`config.mk`:
```
export PLATFORM = sky130hd
export DESIGN_NAME = pll_rst_ctrl
export DESIGN_NICKNAME = d
export VERILOG_FILES = /design/src/rtl/pll_rst_ctrl_pkg.sv /design/src/rtl/sync_2ff.sv /design/src/rtl/pll_rst_ctrl.sv
export SDC_FILE = /design/constraint.sdc
export NUM_CORES = 1
export LEC_CHECK = 0
export CAP_MARGIN = 20
export CORE_ASPECT_RATIO = 0.75
export CORE_MARGIN = 2
export CORE_UTILIZATION = 53
export CTS_CLUSTER_DIAMETER = 80
export DETAILED_ROUTE_END_ITERATION = 16
export PLACE_DENSITY = 0.74
export SYNTH_ARGS = -nofsm -noshare
export SYNTH_HDL_FRONTEND = slang
export SYNTH_HIERARCHICAL = 1
export SYNTH_SLANG_ARGS = --single-unit
```
`constraint.sdc`:
```
create_clock -name clk -period 1.9 [get_ports clk]
set_input_delay 0.285 -clock clk [delete_from_list [all_inputs] [get_ports clk]]
set_output_delay 0.285 -clock clk [all_outputs]
set_load 0.02 [all_outputs]
```
`src/rtl/pll_rst_ctrl_pkg.sv`:
```
// Shared types and default constants for the PLL reset/lock supervisor.
package pll_rst_ctrl_pkg;

  typedef enum logic [2:0] {
    RESET,
    WAIT_LOCK,
    STABLE,
    RUN,
    FAIL
  } state_t;

  localparam int DEF_RST_CYCLES    = 16;
  localparam int DEF_LOCK_TIMEOUT  = 50000;
  localparam int DEF_STABLE_CYCLES = 1024;
  localparam int DEF_MAX_RETRY     = 3;

endpackage

```
`src/rtl/sync_2ff.sv`:
```
// Single-bit two-flop synchronizer with asynchronous active-high reset to 0.
// Reusable for any asynchronous status input.
module sync_2ff (
  input  logic clk,
  input  logic rst,
  input  logic d,
  output logic q
);

  logic sync_p0;

  // Two back-to-back flops: the first may go metastable, the second resolves it.
  always_ff @(posedge clk or posedge rst) begin
    if (rst) begin
      sync_p0 <= 1'b0;
      q       <= 1'b0;
    end else begin
      sync_p0 <= d;
      q       <= sync_p0;
    end
  end

endmodule

```
`src/rtl/pll_rst_ctrl.sv`:
```
// Reset/lock supervisor for the PLL wrapper: pulses pll_rst, waits for a
// stable synchronized lock, releases sys_rst, and re-runs the sequence on
// lock timeout or lock loss.
// Build option: PLL_RST_CTRL_RETRY_EN enables bounded timeout retries; without
// it the first WAIT_LOCK timeout goes straight to FAIL and retry_cnt stays 0.
module pll_rst_ctrl
  import pll_rst_ctrl_pkg::*;
#(
  parameter  int RST_CYCLES    = DEF_RST_CYCLES,
  parameter  int LOCK_TIMEOUT  = DEF_LOCK_TIMEOUT,
  parameter  int STABLE_CYCLES = DEF_STABLE_CYCLES,
  parameter  int MAX_RETRY     = DEF_MAX_RETRY,
  localparam int RETRY_W       = (MAX_RETRY > 0) ? $clog2(MAX_RETRY + 1) : 1
) (
  input  logic               clk,
  input  logic               rst,
  input  logic               pll_lock,
  input  logic               restart,
  output logic               pll_rst,
  output logic               sys_rst,
  output logic               ready,
  output logic               fail,
  output logic               lost_lock,
  output logic [RETRY_W-1:0] retry_cnt
);

  localparam int RC_W = $clog2(RST_CYCLES);
  localparam int TO_W = $clog2(LOCK_TIMEOUT);
  localparam int ST_W = $clog2(STABLE_CYCLES + 1);

  localparam logic [RC_W-1:0] RC_LAST = RC_W'(RST_CYCLES - 1);
  localparam logic [TO_W-1:0] TO_LAST = TO_W'(LOCK_TIMEOUT - 1);
  // lock_s is already high on the STABLE entry edge; counting to STABLE_CYCLES
  // puts release STABLE_CYCLES+3 edges after pll_lock is first sampled.
  localparam logic [ST_W-1:0] ST_LAST = ST_W'(STABLE_CYCLES);

  state_t             state;
  state_t             state_nxt;
  logic               lock_s;
  logic               cnt_clr;
  logic               lost_nxt;
  logic [RETRY_W-1:0] retry_nxt;
  logic [RC_W-1:0]    rst_cnt;
  logic [TO_W-1:0]    to_cnt;
  logic [ST_W-1:0]    st_cnt;

  sync_2ff u_lock_sync (
    .clk (clk),
    .rst (rst),
    .d   (pll_lock),
    .q   (lock_s)
  );

  // Next-state, retry bookkeeping and lost_lock decision; restart overrides all.
  always_comb begin
    state_nxt = state;
    retry_nxt = retry_cnt;
    lost_nxt  = 1'b0;
    case (state)
      RESET: begin
        if (rst_cnt == RC_LAST) state_nxt = WAIT_LOCK;
      end
      WAIT_LOCK: begin
        if (lock_s) begin
          state_nxt = STABLE;
        end else if (to_cnt == TO_LAST) begin
`ifdef PLL_RST_CTRL_RETRY_EN
          if (retry_cnt < RETRY_W'(MAX_RETRY)) begin
            retry_nxt = retry_cnt + RETRY_W'(1);
            state_nxt = RESET;
          end else begin
            state_nxt = FAIL;
          end
`else
          state_nxt = FAIL;
`endif
        end
      end
      STABLE: begin
        if (!lock_s) begin
          state_nxt = WAIT_LOCK;
        end else if (st_cnt == ST_LAST) begin
          state_nxt = RUN;
          retry_nxt = '0;
        end
      end
      RUN: begin
        if (!lock_s) begin
          state_nxt = RESET;
          lost_nxt  = 1'b1;
        end
      end
      FAIL: begin
        state_nxt = FAIL;
      end
      default: begin
        state_nxt = RESET;
      end
    endcase
    if (restart) begin
      state_nxt = RESET;
      retry_nxt = '0;
      lost_nxt  = 1'b0;
    end
    cnt_clr = (state_nxt != state) || restart;
  end

  // Per-state counters, cleared on every state entry and on restart.
  always_ff @(posedge clk or posedge rst) begin
    if (rst) begin
      rst_cnt <= '0;
      to_cnt  <= '0;
      st_cnt  <= '0;
    end else if (cnt_clr) begin
      rst_cnt <= '0;
      to_cnt  <= '0;
      st_cnt  <= '0;
    end else begin
      if (state == RESET)     rst_cnt <= rst_cnt + RC_W'(1);
      if (state == WAIT_LOCK) to_cnt  <= to_cnt + TO_W'(1);
      if (state == STABLE)    st_cnt  <= st_cnt + ST_W'(1);
    end
  end

  // State register and outputs decoded from the next state, so they change
  // on the same edge as the state.
  always_ff @(posedge clk or posedge rst) begin
    if (rst) begin
      state     <= RESET;
      pll_rst   <= 1'b1;
      sys_rst   <= 1'b1;
      ready     <= 1'b0;
      fail      <= 1'b0;
      lost_lock <= 1'b0;
      retry_cnt <= '0;
    end else begin
      state     <= state_nxt;
      pll_rst   <= (state_nxt == RESET) || (state_nxt == FAIL);
      sys_rst   <= (state_nxt != RUN);
      ready     <= (state_nxt == RUN);
      fail      <= (state_nxt == FAIL);
      lost_lock <= lost_nxt;
      retry_cnt <= retry_nxt;
    end
  end

endmodule

```
==> results.toml <==
[worst_setup_path]
end_kind = "register"
startpoint = "to_cnt[7]$_DFFE_PP0P_"
cpLargestDelayFamily = "simple AND/OR/NAND/NOR gates"
critPathMaxStageDelay_ns = 0.56
start_kind = "register"
regToRegEndpoint = "pll_rst$_DFF_PP1_"
cp_max_fo = 9
crit_cells = 5
reg2reg_from = "to_cnt[7]$_DFFE_PP0P_"
crit_arrival_ns = 2.13
crit_slowest_cell = "or4b_4"
reg2reg_depth = 5
cp_num_buf_inv = 1
crit_path_end = "pll_rst$_DFF_PP1_"
criticalPathCategory = "reg -> reg"
required_ns = 2.14
cp_cell_sequence = "or4b_4 > nor4_4 > a21o_2 > buf_6 > o221a_2"
r2r_setup_slack_ns = 0.01

[route]
vias = 1749
drt-initial-drc-count = 140
wire_per_inst_um = 15.79
ant_nets = 0
vias_per_cell = 5.849
routed_wl_mm = 4.721
drc = 0
drt_pass1_iterations = 5

[floorplanning]
core_um2 = 3979
core.rowCount = 20
io_pins = 11
die-height_um = 59.14
die-area_um2 = 4584
initial_utilization_pct = 53.99
die_w_um = 77.52

[clock_tree]
cts_tree = "yes"
clockBufferDepth = 2
clk_latency_ns = 0.29
path_clk_slew_ns = 0.08
cts_max_level = 2
cts_sinks = 41
cts_root_buffer = "clkbuf_8"
numCtsBuffers = 5

[global_route]
met3_usage_pct = 4.878
top_usage_layer = "met1"
antenna_found_initial = 0
grt-ovfl-total = 0
first_global_vias = 1590
grt_usage_pct = 21.81
use_met2_pct = 30.93
grtUsageMet1_pct = 32.67
grt_max_degree = 40
grt_pass1_wl_mm = 7.679

[yosys]
synth-seq-cells = 41
yosys.area.top_type = "dfrtp_1"
async_flop_share_pct = 100.0
netlist_top_cells_area = "dfrtp_1 45%, a21oi_1 6.8%, xnor2_1 6.5%, xor2_1 3.3%, dfstp_2 2.4%"
synth-edff-count = 0
yosys.cell_count.top_type = "dfrtp_1"
netlist_area_um2 = 2148
syn_avg_cell_area_um2 = 9.992
synth.top_cell.area_share_pct = 45.43
synth_flop_cell = "dfrtp_1"
synth.distinct_cells = 45
yosysSeqAreaShare_pct = 47.87
ys_top_cells_by_count = "39 x dfrtp_1, 29 x a21oi_1, 16 x xnor2_1"
netlist_instances = 215
ys_warn_count = 6

[timing]
max_slew_margin_pct = 64.33
max_freq_mhz = 530.1
holdWs_ns = 0.1770
period_minus_slack_ns = 1.887
slew_violations = 0
tightest_slew_ns = 0.5310
fin_ws_ns = 0.01349
hold_viol_final = 0
rsz0062_at_grt = "yes"
post-route-period-util_pct = 99.29
setup_tns_ns = 0
skew_ns = 0.004881
setup_viol = 0

[place]
place_congestion = 0.8267
placed_cell_area_um2 = 2446
place_ws_ns = -0.01505
portBuffers = 8
hpwlAfterDp_mm = 2.888

[power_and_ir_drop]
cellPowerDensity_nw_per_um2 = 638.6
peakVddDrop_uv = 614.0
p_leak_nw = 1.120

[cells_and_area]
final_util_pct = 66.51
final_area_um2 = 2646
num-fill-cells = 305
finish.net_count = 251
drive_above_1_share_pct = 20.08
area_growth_pct = 23.18
antennaDiodeCount = 0

[status]
status = "complete, no violations"

[flow_run]
maxCapViolCount = 0

[hold_path]
min_path_type = "in -> async"
-- how the worst min path moves through the flow --
stage	slack (ns)	depth (start not counted)	from	endpoint
after detailed placement	0.34	0	u_lock_sync/sync_p0$_DFF_PP0_	u_lock_sync/q$_DFF_PP0_
after CTS	0.17	2	rst	u_lock_sync/sync_p0$_DFF_PP0_
after global routing	0.19	2	rst	u_lock_sync/q$_DFF_PP0_
after global placement	0.33	0	u_lock_sync/sync_p0$_DFF_PP0_	u_lock_sync/q$_DFF_PP0_
after floorplan	0.03	1	rst	u_lock_sync/q$_DFF_PP0_
final	0.18	2	rst	u_lock_sync/sync_p0$_DFF_PP0_
-- power breakdown --
part | internal [mW] | total [mW] | leakage, nW | switching (mW)
combinational | 0.0256 | 0.0699 | 0.503 | 0.0443
sequential | 0.880 | 0.887 | 0.559 | 0.00738
clock | 0.429 | 0.733 | 0.0585 | 0.305
total | 1.33 | 1.69 | 1.12 | 0.356
-- area by class of cell --
cell class	count	area (um2)	area share (%)
multi-input cells	155	1080	40.80
flip-flops and latches	41	1028	38.87
repair buffers	33	326.6	12.34
clock buffers	7	86.33	3.262
well taps	55	68.82	2.600
clock inverters	1	30.03	1.135
inverters	7	26.28	0.9929
-- timing repair --
item | 4_1_cts | 5_1_grt
pin swaps | 4 | 4
endpoints found under the setup margin | 33 | 33
buffers inserted | 0 | 1
gates resized for setup | 2 | 9
cloned | 0 | 1
hold endpoints to repair | 0 | 0
hold buffers | 0 | 0
-- registers in the layout, indices dropped and copies added, names as in the netlist --
register             cells
u_lock_sync/q            1
pll_rst                  1
st_cnt                  11
state                    3
sys_rst                  1
ready                    1
lost_lock                1
u_lock_sync/sync_p0      1
to_cnt                  16
rst_cnt                  4
fail                     1
-- worst register-to-register path, delay by kind of cell (launching register included) --
kind | cells | cell delay (ns)
buf+inv | 1 | 0.16
simple gates | 2 | 0.83
flops | 1 | 0.40
compound gates | 2 | 0.44
-- per-layer routing --
metal / up-vias / share of wire, %
met5: - / 0
met2: 47 / 44
met3: 8 / 5.0
met1: 856 / 50
li1: 838 / -
met4: 0 / 1.5
-- cell families (layout without fill, tap and decap cells) --
group,count (synthesis),after routing,synth area share [%]
multiplexers,3,3,1.398
AO/OA/AOI/OAI,46,46,12.76
XOR/XNOR,24,24,9.784
AND/OR/NAND/NOR,76,76,21.43
other,1,2,0.1746
flip-flops,41,41,47.87
adder cells (fa/ha/maj),4,4,2.330
buffers and inverters,20,48,4.252
-- per-stage QoR --
stage               total power [mW]  cells
detailed placement            0.9754    289
CTS                            1.706    297
global route                   1.757    299
global placement              0.9734    289
finish                         1.690    299
floorplan                     0.9466    216
-- placed cells by master, fill, tap and decap left out, types with 3 or more instances in the layout --
cell and n:
a21oi_1 29, a22oi_1 3, buf_12 3, buf_4 20, clkbuf_8 6, clkdlybuf4s50_1 8
dfrtp_1 39, ha_1 3, inv_1 7, mux2i_1 3, nand2_1 13, nand3_1 7
nand4_1 7, nor2_1 9, nor3_1 6, nor4_1 6, o21ai_0 4, or3_1 4
xnor2_1 16, xor2_1 8
Note: power is estimated with default switching activity, not from simulation.
